==> src/rtl/bcd_seg_pkg.sv <==
// -----------------------------------------------------------------------------
// bcd_seg_pkg
// Shared definitions for the two-digit multiplexed seven-segment driver:
//   - state_e    : refresh FSM states, visited in declaration order
//   - SEG_BLANK  : all segments off (active-low)
//   - SEG_DASH   : segment g only, shown for hold values 10..15
//   - SEG_TABLE  : active-low segment patterns for digits 0..9, {g,f,e,d,c,b,a}
// -----------------------------------------------------------------------------
package bcd_seg_pkg;

  typedef enum logic [1:0] {
    SHOW_LSB = 2'd0,
    GAP_A    = 2'd1,
    SHOW_MSB = 2'd2,
    GAP_B    = 2'd3
  } state_e;

  localparam logic [6:0] SEG_BLANK = 7'h7F;
  localparam logic [6:0] SEG_DASH  = 7'h3F;

  // Index 0 is the rightmost element of the concatenation.
  localparam logic [9:0][6:0] SEG_TABLE = {
    7'h10,  // 9
    7'h00,  // 8
    7'h78,  // 7
    7'h02,  // 6
    7'h12,  // 5
    7'h19,  // 4
    7'h30,  // 3
    7'h24,  // 2
    7'h79,  // 1
    7'h40   // 0
  };

  localparam logic [3:0] MAX_DIGIT = 4'd9;

endpackage : bcd_seg_pkg

==> src/rtl/bcd_to_seg.sv <==
// -----------------------------------------------------------------------------
// bcd_to_seg
// Purely combinational BCD digit to active-low seven-segment decoder.
// Ports:
//   digit : 4-bit BCD digit; values 10..15 are shown as a dash
//   seg   : active-low segments, bit order {g,f,e,d,c,b,a}
// -----------------------------------------------------------------------------
module bcd_to_seg
  import bcd_seg_pkg::*;
(
  input  logic [3:0] digit,
  output logic [6:0] seg
);

  always_comb begin
    // NOTE: every output of an always_comb gets a default first so no path
    // through the block can leave it unassigned and infer a latch.
    seg = SEG_DASH;
    if (digit <= MAX_DIGIT) begin
      seg = SEG_TABLE[digit];
    end
  end

endmodule : bcd_to_seg

==> src/rtl/bcd_seg_mux.sv <==
// -----------------------------------------------------------------------------
// bcd_seg_mux
// Two-digit multiplexed seven-segment driver with dead-time between digits,
// leading-zero blanking of the tens digit and a sticky invalid-digit flag.
// Parameters:
//   REFRESH_DIV : cycles each digit is lit (>= 1)
//   DEAD_CYCLES : cycles with all anodes off between digits (>= 1)
// Ports:
//   clk      : system clock, all state changes on the rising edge
//   reset    : synchronous active-high reset, takes priority over load
//   bcd_lsb  : units digit from the upstream BCD counter
//   bcd_msb  : tens digit from the upstream BCD counter
//   load     : capture strobe for both digits
//   blank_lz : enables leading-zero blanking of the tens digit
//   seg      : active-low segments {g,f,e,d,c,b,a}
//   an       : active-low anodes, an[0] = units, an[1] = tens
//   err      : sticky flag, set by any capture of a digit above 9
// -----------------------------------------------------------------------------
module bcd_seg_mux
  import bcd_seg_pkg::*;
#(
  parameter int REFRESH_DIV = 50000,
  parameter int DEAD_CYCLES = 4
) (
  input  logic       clk,
  input  logic       reset,
  input  logic [3:0] bcd_lsb,
  input  logic [3:0] bcd_msb,
  input  logic       load,
  input  logic       blank_lz,
  output logic [6:0] seg,
  output logic [1:0] an,
  output logic       err
);

  localparam int MAX_CNT = (REFRESH_DIV > DEAD_CYCLES) ? REFRESH_DIV : DEAD_CYCLES;
  localparam int CNT_W   = (MAX_CNT > 1) ? $clog2(MAX_CNT) : 1;

  localparam logic [CNT_W-1:0] SHOW_RELOAD = CNT_W'(REFRESH_DIV - 1);
  localparam logic [CNT_W-1:0] GAP_RELOAD  = CNT_W'(DEAD_CYCLES - 1);

  state_e           state_q, state_d;
  logic [CNT_W-1:0] cnt_q, cnt_d;
  logic [3:0]       hold_lsb_q, hold_lsb_d;
  logic [3:0]       hold_msb_q, hold_msb_d;
  logic             err_q, err_d;
  logic             blank_q;

  logic [3:0]       digit_sel;
  logic [6:0]       digit_seg;

  // ---------------------------------------------------------------------------
  // Refresh FSM: one down-counter, reloaded on every state change, times both
  // the lit windows and the dead gaps.
  // ---------------------------------------------------------------------------
  always_comb begin
    state_d = state_q;
    cnt_d   = cnt_q - 1'b1;
    if (cnt_q == '0) begin
      unique case (state_q)
        SHOW_LSB: begin state_d = GAP_A;    cnt_d = GAP_RELOAD;  end
        GAP_A:    begin state_d = SHOW_MSB; cnt_d = SHOW_RELOAD; end
        SHOW_MSB: begin state_d = GAP_B;    cnt_d = GAP_RELOAD;  end
        GAP_B:    begin state_d = SHOW_LSB; cnt_d = SHOW_RELOAD; end
        default:  begin state_d = SHOW_LSB; cnt_d = SHOW_RELOAD; end
      endcase
    end
  end

  // ---------------------------------------------------------------------------
  // Capture: both digits load together so a displayed pair is never torn.
  // err is sticky; only reset clears it.
  // ---------------------------------------------------------------------------
  always_comb begin
    hold_lsb_d = hold_lsb_q;
    hold_msb_d = hold_msb_q;
    err_d      = err_q;
    if (load) begin
      hold_lsb_d = bcd_lsb;
      hold_msb_d = bcd_msb;
      if ((bcd_lsb > MAX_DIGIT) || (bcd_msb > MAX_DIGIT)) begin
        err_d = 1'b1;
      end
    end
  end

  // NOTE: sequential state uses non-blocking assignments so every register
  // samples the pre-edge values of the others, independent of statement order.
  always_ff @(posedge clk) begin
    if (reset) begin
      state_q    <= SHOW_LSB;
      cnt_q      <= SHOW_RELOAD;
      hold_lsb_q <= '0;
      hold_msb_q <= '0;
      err_q      <= 1'b0;
      blank_q    <= 1'b0;
    end else begin
      state_q    <= state_d;
      cnt_q      <= cnt_d;
      hold_lsb_q <= hold_lsb_d;
      hold_msb_q <= hold_msb_d;
      err_q      <= err_d;
      // blank_lz is sampled every cycle; registering it keeps the outputs
      // purely Moore with no input-to-output combinational path.
      blank_q    <= blank_lz;
    end
  end

  // ---------------------------------------------------------------------------
  // Output decode: a single decoder shared by both digits through a mux.
  // ---------------------------------------------------------------------------
  assign digit_sel = (state_q == SHOW_MSB) ? hold_msb_q : hold_lsb_q;

  bcd_to_seg u_bcd_to_seg (
    .digit (digit_sel),
    .seg   (digit_seg)
  );

  always_comb begin
    seg = SEG_BLANK;
    an  = 2'b11;
    unique case (state_q)
      SHOW_LSB: begin
        an  = 2'b10;
        seg = digit_seg;
      end
      SHOW_MSB: begin
        // A blanked leading zero keeps the window timing but lights nothing.
        if (!(blank_q && (hold_msb_q == 4'd0))) begin
          an  = 2'b01;
          seg = digit_seg;
        end
      end
      default: begin
        an  = 2'b11;
        seg = SEG_BLANK;
      end
    endcase
  end

  assign err = err_q;

endmodule : bcd_seg_mux

==> config.mk <==
export PLATFORM = sky130hd
export DESIGN_NAME = bcd_seg_mux
export DESIGN_NICKNAME = d
export VERILOG_FILES = /design/src/rtl/bcd_seg_pkg.sv /design/src/rtl/bcd_to_seg.sv /design/src/rtl/bcd_seg_mux.sv
export SDC_FILE = /design/constraint.sdc
export NUM_CORES = 1
export LEC_CHECK = 0
export CORE_MARGIN = 2
export CORE_UTILIZATION = 50
export DETAILED_ROUTE_END_ITERATION = 16
export GPL_TIMING_DRIVEN = 0
export PLACE_DENSITY = 0.74
export RECOVER_POWER = 100
export SYNTH_ARGS = -nofsm -noshare
export SYNTH_HDL_FRONTEND = slang
export SYNTH_HIERARCHICAL = 1
export SYNTH_SLANG_ARGS = --single-unit
==> constraint.sdc <==
create_clock -name clk -period 3.9 [get_ports clk]
set_input_delay 0.78 -clock clk [delete_from_list [all_inputs] [get_ports clk]]
set_output_delay 0.78 -clock clk [all_outputs]
set_load 0.01 [all_outputs]
== After elaboration in Yosys (flattened, before gate mapping) ==
Memory sizes are Yosys's and may differ from the RTL's.
Cells that the tools add are included.
Cells by class
  add/subtract/negate cells: 1
  magnitude comparators: 4
  equal/unequal tests: 3
  mux-type cells: 10
  reductions and logical operators: 8
Operators by type and width (count)
  $pmux W16 S2: 1
  $mux W7: 3
  $logic_not A16 Y1: 1
  $mux W16: 1
  $sub A16 B1 Y16 const B: 1
  $pmux W7 S2: 1
  $gt A4 B4 Y1 const B: 2
  $pmux W2 S4: 1
  $lt A4 B5 Y1 const B: 1
  $eq A2 B2 Y1 const B: 2
  $le A4 B4 Y1 const B: 1
  $logic_not A4 Y1: 1
  $mux W4: 1
  $pmux W2 S2: 1
  $reduce_or A2 Y1: 2
  $eq A2 B1 Y1 const B: 1
  $logic_not A2 Y1: 1
  $mux W2: 1
  $reduce_and A2 Y1: 1
  $logic_and A1 B1 Y1: 1
  $logic_or A1 B1 Y1: 1
Word-level totals
  register bits after elaboration: 28
  bits in read-only memories: 112
  input bits: 12
  output and inout bits: 10
  word-level logic and storage cells: 33
  memories: 1
Memory list
  (no name shown): depth 16, bits a word 7, rd ports 1, clocked after Yosys merged registers in 0, write ports 0, RTL line bcd_to_seg.sv:20  | seg = SEG_TABLE[digit];

== Logic depth before layout (Yosys ltp) ==
  depth after elaboration: 7
  mapped depth: 9
  gate-level depth less buffers: 8

== Modules after synthesis ==
Netlist, hierarchy kept.
Modules (own cells, without submodules)
  bcd_seg_mux: times used 1, cells each 149, area each 1350.0 sq um, sequential area each 560.5 sq um
  bcd_to_seg: times used 1, cells each 25, area each 215.2 sq um, sequential area each 0.0 sq um

== Worst setup path before layout ==
OpenSTA, ideal clock, no wires.
  path type: reg2out
  from: reg state_q[0]
  to: out seg[0]
  data arrival time: 2.042 ns
  required time: 3.120 ns
  setup slack: 1.078 ns
  stages on the path, launching flop included: 10
  path buffers: 1
  cells stage by stage: dfxtp_1 > inv_1 > ha_1 > clkbuf_1 > mux2_2 > inv_1 > ha_1 > o21bai_4 > a221o_1 > nand2b_1
Between the ends
  cells in the longest elaborated chain, start to end: 7
  elaborated cells on any way between the ends: 9
  classes of those cells: order compare (1); eq/ne (1); mux (5); reduce/logical (1); memory (1)
RTL lines
  start, declared: RTL line bcd_seg_mux.sv:42  | state_e state_q, state_d;
  start signal, assigned: RTL line bcd_seg_mux.sv:98  | state_q <= state_d;
  $eq A2 B2 Y1 *: RTL line bcd_seg_mux.sv:112  | assign digit_sel = (state_q == SHOW_MSB) ? hold_msb_q : hold_lsb_q;
  $mux W4 *: RTL line bcd_seg_mux.sv:112
  named net digit_sel[1]: RTL line bcd_seg_mux.sv:49  | logic [3:0] digit_sel;
  $mem_v2 Z16 W7
  $mux W7 (not written as such): RTL line bcd_to_seg.sv:20
  $mux W7 *: RTL line bcd_to_seg.sv:19  | if (digit <= MAX_DIGIT) begin
  named net digit_seg[0]: RTL line bcd_seg_mux.sv:50  | logic [6:0] digit_seg;
  $mux W7: RTL line bcd_seg_mux.sv:129  | if (!(blank_q && (hold_msb_q == 4'd0))) begin
  $pmux W7 S2 *: RTL line bcd_seg_mux.sv:122  | unique case (state_q)
  end, declared: RTL line bcd_seg_mux.sv:31  | output logic [6:0] seg,
Mark *: on every way through the listed nets, which the timed path passes. The rest lies on a longest branch. The select of a mux whose other input is x is not followed.

== Worst setup path in the final report ==
  from: reg state_q[0]
  to: out seg[4]
The elaborated chain is that of the path after synthesis.

==> flow_results.xml <==
<?xml version="1.0" encoding="UTF-8"?>
<metrics>
  <group name="critical_path">
    <metric name="data_arrival_time_of_the_worst_path" unit="ns">2.92</metric>
    <metric name="timing.reg2reg.worst_path_depth" unit="">6</metric>
    <metric name="worst_path_slowest_cell" unit="">sky130_fd_sc_hd__dlygate4sd3_1</metric>
    <metric name="critical-path-max-stage-delay" unit="ns">0.62</metric>
    <metric name="timing.critical_path.from_type" unit="">flop</metric>
    <metric name="crit_type" unit="">flop to primary output</metric>
    <metric name="worstPathMaxFanout" unit="">8</metric>
    <metric name="crit_path_cell_trace" unit="">inv_1 -&gt; ha_2 -&gt; mux2_2 -&gt; inv_1 -&gt; ha_1 -&gt; nor2b_1 -&gt; o32a_1 -&gt; nand2b_1 -&gt; dlygate4sd3_1</metric>
    <metric name="path_common_cell" unit="">sky130_fd_sc_hd__inv_1</metric>
    <metric name="r2r_setup_slack" unit="ns">0.98</metric>
    <metric name="worst_setup_path_end_kind" unit="">primary output</metric>
    <metric name="cp.required" unit="ns">3.12</metric>
  </group>
  <group name="sta">
    <metric name="hold_slack" unit="ns">0.436</metric>
    <metric name="finalClockSkew" unit="ns">0.00335</metric>
    <metric name="relSlewSlack" unit="%">16.2</metric>
    <metric name="slew_violations" unit="">0</metric>
    <metric name="rsz0062_at_grt" unit="">no</metric>
    <metric name="final-hold-violation-count" unit="">0</metric>
    <metric name="finalSetupViolCount" unit="">0</metric>
    <metric name="setup-tns-final" unit="ns">0</metric>
    <metric name="worst_case_setup_margin_in_the_final_layout" unit="ns">0.201</metric>
    <metric name="timing_worst_slew_pin_value" unit="ns">1.25</metric>
    <metric name="fmax" unit="GHz">0.270</metric>
    <metric name="final.min_clock_period" unit="ns">3.70</metric>
    <metric name="finalCritPeriodShare" unit="%">94.8</metric>
  </group>
  <group name="route">
    <metric name="finalWirelength" unit="um">3010</metric>
    <metric name="routedWlPerCell" unit="um">13.1</metric>
    <metric name="drt.antenna.violating_nets" unit="">0</metric>
    <metric name="drt_iter0_markers" unit="">78</metric>
    <metric name="detail_route.vias_per_cell" unit="">5.51</metric>
    <metric name="post-route-drc-count" unit="">0</metric>
    <metric name="via_count" unit="">1267</metric>
    <metric name="drtPass1Iterations" unit="">4</metric>
  </group>
  <group name="power">
    <metric name="worst_ir_drop_vdd" unit="mV">0.230</metric>
    <metric name="power.net_switching" unit="mW">0.129</metric>
    <metric name="clkPwrFrac" unit="%">32.2</metric>
    <metric name="power.leakage" unit="nW">0.758</metric>
    <metric name="switching_share" unit="%">22.3</metric>
    <metric name="power_frac_comb" unit="%">15.7</metric>
    <metric name="share_seq_of_total_power" unit="%">52.1</metric>
    <metric name="power-per-cell-area" unit="mW/mm^2">313</metric>
    <metric name="internal_power" unit="mW">0.450</metric>
  </group>
  <group name="clock_network">
    <metric name="cts_hold_repair.buffers" unit="">0</metric>
    <metric name="numClockSinks" unit="">28</metric>
    <metric name="cts_buffer_count" unit="">3</metric>
    <metric name="tritoncts" unit="">done</metric>
    <metric name="htreeDepth" unit="">1</metric>
    <metric name="root_driver" unit="">sky130_fd_sc_hd__clkbuf_4</metric>
    <metric name="clk_path_buf_depth" unit="">2</metric>
    <metric name="clkSlewWorstSetupHoldPaths" unit="ns">0.15</metric>
    <metric name="worst_skew_pair.late_latency" unit="ns">0.32</metric>
  </group>
  <group name="layout">
    <metric name="final_cell_count_no_fill" unit="">230</metric>
    <metric name="register_area" unit="sq um">561</metric>
    <metric name="final_net_count" unit="">221</metric>
    <metric name="fillCellCount" unit="">262</metric>
    <metric name="area_growth_syn_to_layout" unit="%">18.3</metric>
    <metric name="final_layout_size_suffix_gt1_share" unit="%">7.61</metric>
    <metric name="final_util" unit="%">61.7</metric>
    <metric name="number_of_antenna_diodes" unit="">0</metric>
    <metric name="multiInputGateArea" unit="sq um">932</metric>
  </group>
  <group name="global_routing">
    <metric name="wire_length_of_the_first_global_routing_pass" unit="um">5140</metric>
    <metric name="grtUsageMet3" unit="%">3.46</metric>
    <metric name="gr-usage-met2" unit="%">37.4</metric>
    <metric name="initial_antenna_violation_count" unit="">0</metric>
    <metric name="groute.usage.overall" unit="%">18.8</metric>
    <metric name="grt_start_max_net_pins" unit="">17</metric>
    <metric name="grt_pass1_vias" unit="">1273</metric>
    <metric name="grt.overflow.total" unit="">0</metric>
    <metric name="gr-max-usage-layer" unit="">met2</metric>
    <metric name="globalRouteMet1Util" unit="%">19.1</metric>
  </group>
  <group name="synthesis">
    <metric name="synth-xor-area-share" unit="%">5.60</metric>
    <metric name="sequential_area_share_after_synthesis" unit="%">35.8</metric>
    <metric name="post_synthesis_mux_area_share" unit="%">7.99</metric>
    <metric name="synth-compound-area-share" unit="%">13.8</metric>
    <metric name="post_synth_and_or_nand_nor_area_fraction" unit="%">23.6</metric>
    <metric name="avgSynthCellArea" unit="sq um">9.00</metric>
    <metric name="synth_top_family_by_area" unit="">simple AND/OR/NAND/NOR gates</metric>
    <metric name="synth_ff_type" unit="">sky130_fd_sc_hd__dfxtp_1</metric>
    <metric name="asyncSetResetFlopFracSynth" unit="%">0</metric>
    <metric name="synth_cell_type_count" unit="">42</metric>
    <metric name="synth_adder_area_share" unit="%">8.79</metric>
    <metric name="synthesis.yosys.warnings" unit="">6</metric>
    <metric name="synth_enable_flop_cells" unit="">0</metric>
    <metric name="synth_nets" unit="">197</metric>
    <metric name="synthesized_instance_count" unit="">174</metric>
    <metric name="synth.cell_area" unit="sq mm">0.00157</metric>
    <metric name="synth_seq_cells" unit="">28</metric>
  </group>
  <group name="floorplanning">
    <metric name="start_util" unit="%">52.1</metric>
    <metric name="boundaryPins" unit="">22</metric>
    <metric name="fp.dieArea" unit="sq mm">0.00359</metric>
    <metric name="die_h" unit="um">60.0</metric>
    <metric name="die_x" unit="um">60.0</metric>
    <metric name="rows" unit="">20</metric>
    <metric name="core_area" unit="sq mm">0.00300</metric>
  </group>
  <group name="place">
    <metric name="dp_hpwl" unit="um">2370</metric>
    <metric name="dpl.cell_count" unit="">227</metric>
    <metric name="gp_congestion" unit="">0.798</metric>
    <metric name="dp_slack" unit="ns">0.433</metric>
    <metric name="io_buf_count" unit="">20</metric>
  </group>
  <group name="outcome">
    <metric name="outcome" unit="">finished clean</metric>
  </group>
  <group name="hold_path">
    <metric name="min_path_cells" unit="">1</metric>
    <metric name="worst_hold_path_class" unit="">flop to flop</metric>
  </group>
  <group name="run">
    <metric name="cap_violations" unit="">0</metric>
  </group>
</metrics>
## flip-flops by register name, indices dropped and copies added, names as in the netlist
signal	count
cnt_q	16
hold_lsb_q	4
hold_msb_q	4
state_q	2
blank_q	1
err	1
## Yosys cell counts (4+ instances only)
cell type | count | share of area (%)
sky130_fd_sc_hd__o21ai_0 | 8 | 2.6
sky130_fd_sc_hd__xnor2_1 | 4 | 2.2
sky130_fd_sc_hd__inv_1 | 11 | 2.6
sky130_fd_sc_hd__ha_1 | 11 | 8.8
sky130_fd_sc_hd__nand2_1 | 8 | 1.9
sky130_fd_sc_hd__nand2b_1 | 10 | 4.0
sky130_fd_sc_hd__a21oi_1 | 7 | 2.2
sky130_fd_sc_hd__xor2_1 | 6 | 3.4
sky130_fd_sc_hd__mux2i_1 | 8 | 5.1
sky130_fd_sc_hd__dfxtp_1 | 28 | 36
sky130_fd_sc_hd__mux2_2 | 4 | 2.9
sky130_fd_sc_hd__or4_1 | 4 | 1.9
sky130_fd_sc_hd__nor2_1 | 22 | 5.3
## cells in the final DEF, fill, tap and decap left out, types with 2 or more instances in the layout
cell and n:
sky130_fd_sc_hd__a21oi_1 7, sky130_fd_sc_hd__a221o_1 2, sky130_fd_sc_hd__a22o_1 2, sky130_fd_sc_hd__clkbuf_1 2, sky130_fd_sc_hd__clkbuf_4 3, sky130_fd_sc_hd__clkdlybuf4s50_1 13
sky130_fd_sc_hd__dfxtp_1 28, sky130_fd_sc_hd__dlygate4sd3_1 7, sky130_fd_sc_hd__ha_1 10, sky130_fd_sc_hd__inv_1 11, sky130_fd_sc_hd__mux2_2 3, sky130_fd_sc_hd__mux2i_1 8
sky130_fd_sc_hd__nand2_1 8, sky130_fd_sc_hd__nand2b_1 10, sky130_fd_sc_hd__nand3_1 2, sky130_fd_sc_hd__nor2_1 22, sky130_fd_sc_hd__nor2b_1 3, sky130_fd_sc_hd__nor3_1 3
sky130_fd_sc_hd__nor4_1 2, sky130_fd_sc_hd__o211ai_1 2, sky130_fd_sc_hd__o21ai_0 8, sky130_fd_sc_hd__o31ai_1 3, sky130_fd_sc_hd__or3_1 3, sky130_fd_sc_hd__or4_1 4
sky130_fd_sc_hd__xnor2_1 4, sky130_fd_sc_hd__xor2_1 6
## worst paths after layout
check,from,end
setup / recovery,state_q[0],seg[4]
hold / removal,cnt_q[0],cnt_q[0]
setup reg to reg,cnt_q[0],cnt_q[14]
hold reg to reg,cnt_q[0],cnt_q[0]
## cells by family (layout without fill, tap and decap cells)
kind of cell | after synthesis | after routing
compound gates | 30 | 30
mux | 12 | 12
buf+inv | 16 | 39
xor+xnor | 10 | 10
fa+ha+maj | 11 | 11
flops | 28 | 28
simple gates | 67 | 67
## power by group through the flow
stage,sequential (mW),clock (mW),combinational [mW]
after floorplan,0.306,0,0.0559
after global placement,0.307,0,0.0909
after detailed placement,0.308,0,0.0938
after CTS,0.302,0.192,0.0943
after global routing,0.303,0.205,0.101
final,0.302,0.186,0.0909
## metal layers
layer	up-vias	wire length, um
met2	22	1590
li1	650	-
met5	-	0
met1	591	1300
met3	4	100
met4	0	24
## cell type report
type | instances | area share (%)
inverter | 11 | 2.23
clock inverter | 1 | 1.62
multi-input combinational | 130 | 50.3
timing repair buffer | 20 | 10.8
tap | 33 | 2.23
clock buffer | 3 | 1.22
sequential | 28 | 30.3
buffer | 4 | 1.28
## worst max-delay path, delay by kind of cell (launching register included)
kind                     cells  cell delay, ns
AND/OR/NAND/NOR              2            0.18
multiplexers                 1            0.40
AO/OA/AOI/OAI                1            0.31
adder cells (fa/ha/maj)      2            0.46
flip-flops                   1            0.38
buffers and inverters        3            0.86
## what timing repair did
action                                  in CTS  in global routing
gates resized for setup                      0                  1
endpoints found under the setup margin       0                  6
buffers inserted                             0                  0
## through the flow
| stage | instance area, sq um | power [mW] |
|---|---|---|
| 2_1_floorplan | 1570 | 0.362 |
| 3_3_place_gp | 1810 | 0.398 |
| 3_5_place_dp | 1810 | 0.402 |
| 4_1_cts | 1860 | 0.588 |
| 5_1_grt | 1850 | 0.609 |
| 6_report | 1850 | 0.579 |
(Power assumes the default switching activity.)
==> RTL edit (same settings) <==
Set the parameter `DEAD_CYCLES` to 2 (it was 4).
--- a/src/rtl/bcd_seg_mux.sv
+++ b/src/rtl/bcd_seg_mux.sv
@@ -22,3 +22,3 @@
   parameter int REFRESH_DIV = 50000,
-  parameter int DEAD_CYCLES = 4
+  parameter int DEAD_CYCLES = 2
 ) (
Function: same outputs for any inputs over 10 cycles, from zero or initial values and one cycle with reset high; that may be too few to reach the edited logic, so the function may still have changed.
==> RTL edit against the unedited design <==
Power is 0.47% higher; critical path depth stayed put; area after synthesis is 0.48% lower; routed wire length is 5.8% lower; first-iteration DRC count is 50% lower; worst setup slack worse by 0.0036 ns; clock skew is 0.0020 ns higher; critical endpoint is now seg[3]; sequential cell count stayed put; die area is 0.45% lower; highest routed layer is now met3; final area is 1.1% lower.
==> RTL edit: results (changes against the unedited design) <==
synth_warnings: 6  # unchanged
ir_drop_mv: 0.242  # was 0.230 mV
yosys-mux-area-fraction: 0.0867  # was 0.0799
cts_buffers: 3  # unchanged
grt_util_all_layers: 0.176  # was 0.188
crit_path_start: "state_q[0]$_SDFFE_PP0P_"  # unchanged
synth-async-reset-ratio: 0  # unchanged
fillCellCount: 257  # was 262
vias: 1209  # was 1,267
synth-compound-area-share: 0.112  # was 0.138
tightest_slew_ns: 0.611  # was 1.25 ns
synth_edf_count: 0  # unchanged
drtIter0Drc: 39  # was 78
synth_nets: 189  # was 197
hold_start: "err$_SDFFE_PP0P_"  # was cnt_q[0]$_SDFF_PP1_
gp_congestion: 0.776  # was 0.798
p_leak_nw: 0.772  # was 0.758 nW
final_layout_size_suffix_gt1_frac: 0.0847  # was 0.0761
slowest_stage: "clkdlybuf4s50_1"  # was dlygate4sd3_1
ys_top_cells_by_area: "dfxtp_1 36%, ha_1 8.8%, mux2i_1 5.8%"  # was dfxtp_1 36%, ha_1 8.8%, nor2_1 5.3%
r2r_start: "cnt_q[3]$_SDFF_PP1_"  # was cnt_q[0]$_SDFF_PP1_
root_buffer: "clkbuf_4"  # unchanged
clk_pin_slew_ns: 0.14
ys_seq_area_frac: 0.360  # was 0.358
worst_skew_pair.late_latency_ns: 0.32  # about the same
antenna_found_initial: 0  # unchanged
cp.arrival_ns: 2.92  # about the same
p_sw_frac: 0.226  # was 0.223
hpwl_microns: 2230  # was 2370 microns
diodes: 0  # unchanged
wl_per_cell_microns: 12.8  # was 13.1 microns
synth_common_cells: "28 x dfxtp_1, 24 x nor2_1, 11 x ha_1, 11 x inv_1"  # was 28 x dfxtp_1, 22 x nor2_1, 11 x ha_1, 11 x inv_1, 10 x nand2b_1
layout.nets: 213  # was 221
cpPeakStageDelay_ns: 0.54  # was 0.62 ns
outcome: "complete, no violations"  # unchanged
crit_fanout: 7  # was 8
synth_xor_area_frac: 0.0731  # was 0.0560
fin_skew_ns: 0.00535  # was 0.00335 ns
synth.distinct_cells: 40  # was 42
synthAdderAreaFrac: 0.0884  # was 0.0879
grt_pass1_wl_microns: 4910  # was 5140 microns
-- RTL edit: cell count changes after synthesis, moves of 2 or more --
cell     before  now
nor3_1        3    1
nor4_4        0    2
nand2_1       8    5
a21oi_1       7    3
nor2_1       22   24
xnor2_1       4    8
or4_1         4    0
nor4_1        1    4
o31ai_1       3    0
-- RTL edit: cell type report --
class,count,area share
buffer,6,0.0171
clock buffer,3,0.0123
clock inverter,1,0.0164
inverter,11,0.0225
multi-input combinational,120,0.494
sequential,28,0.306
tap,33,0.0225
timing repair buffer,20,0.109
-- RTL edit: metal layers --
| layer | GRT usage | vias up | part of all wire |
|---|---|---|---|
| met5 | 0 | - | 0 |
| met1 | 0.197 | 572 | 0.43 |
| met2 | 0.346 | 19 | 0.54 |
| met3 | 0.0390 | 0 | 0.034 |
| met4 | 0.0127 | 0 | 0 |
| li1 | - | 618 | - |
-- RTL edit: power groups by stage --
stage | clock [mW] | sequential [mW] | combinational, mW
finish | 0.187 | 0.303 | 0.0919
global route | 0.206 | 0.304 | 0.100
CTS | 0.193 | 0.303 | 0.0951
detailed placement | 0 | 0.309 | 0.0944
global placement | 0 | 0.309 | 0.0907
floorplan | 0 | 0.308 | 0.0557
-- RTL edit: final timing paths --
kind         depth (start not counted)  slack, ns                       to
max                                  9       0.20                   seg[3]
max reg2reg                          6       1.68  state_q[1]$_SDFFE_PP0P_
min                                  2       0.49         err$_SDFFE_PP0P_
min reg2reg                          2       0.49         err$_SDFFE_PP0P_
-- RTL edit: critical path, delay by kind of cell, from the launching register on --
family / cells / cell delay [ns]
AND/OR/NAND/NOR: 2 / 0.36
buffers and inverters: 3 / 0.80
flip-flops: 1 / 0.36
AO/OA/AOI/OAI: 1 / 0.15
adder cells (fa/ha/maj): 2 / 0.53
multiplexers: 1 / 0.40
-- RTL edit: logic make-up (layout without fill, tap and decap cells) --
logic type,after synthesis,after routing
DFF,28,28
muxes,13,13
AOI/OAI and AO/OA,24,24
adders and majority gates,11,11
buffers and inverters,18,41
xor gates and xnor gates,13,13
and+or+nand+nor,59,59
-- RTL edit: repair_timing --
action	in CTS	in global routing
resized for setup	0	1
hold buffers	0	0
setup endpoints to repair	0	4
-- RTL edit: per-stage QoR --
step / setup slack, ns / area [sq um] / cells / utilization
5_1_grt: 0.0419 / 1830 / 222 / 0.610
3_3_place_gp: 0.506 / 1800 / 219 / 0.599
3_5_place_dp: 0.397 / 1800 / 219 / 0.599
2_1_floorplan: 1.10 / 1560 / 166 / -
4_1_cts: 0.00921 / 1850 / 223 / 0.617
6_report: 0.198 / 1830 / 222 / 0.610
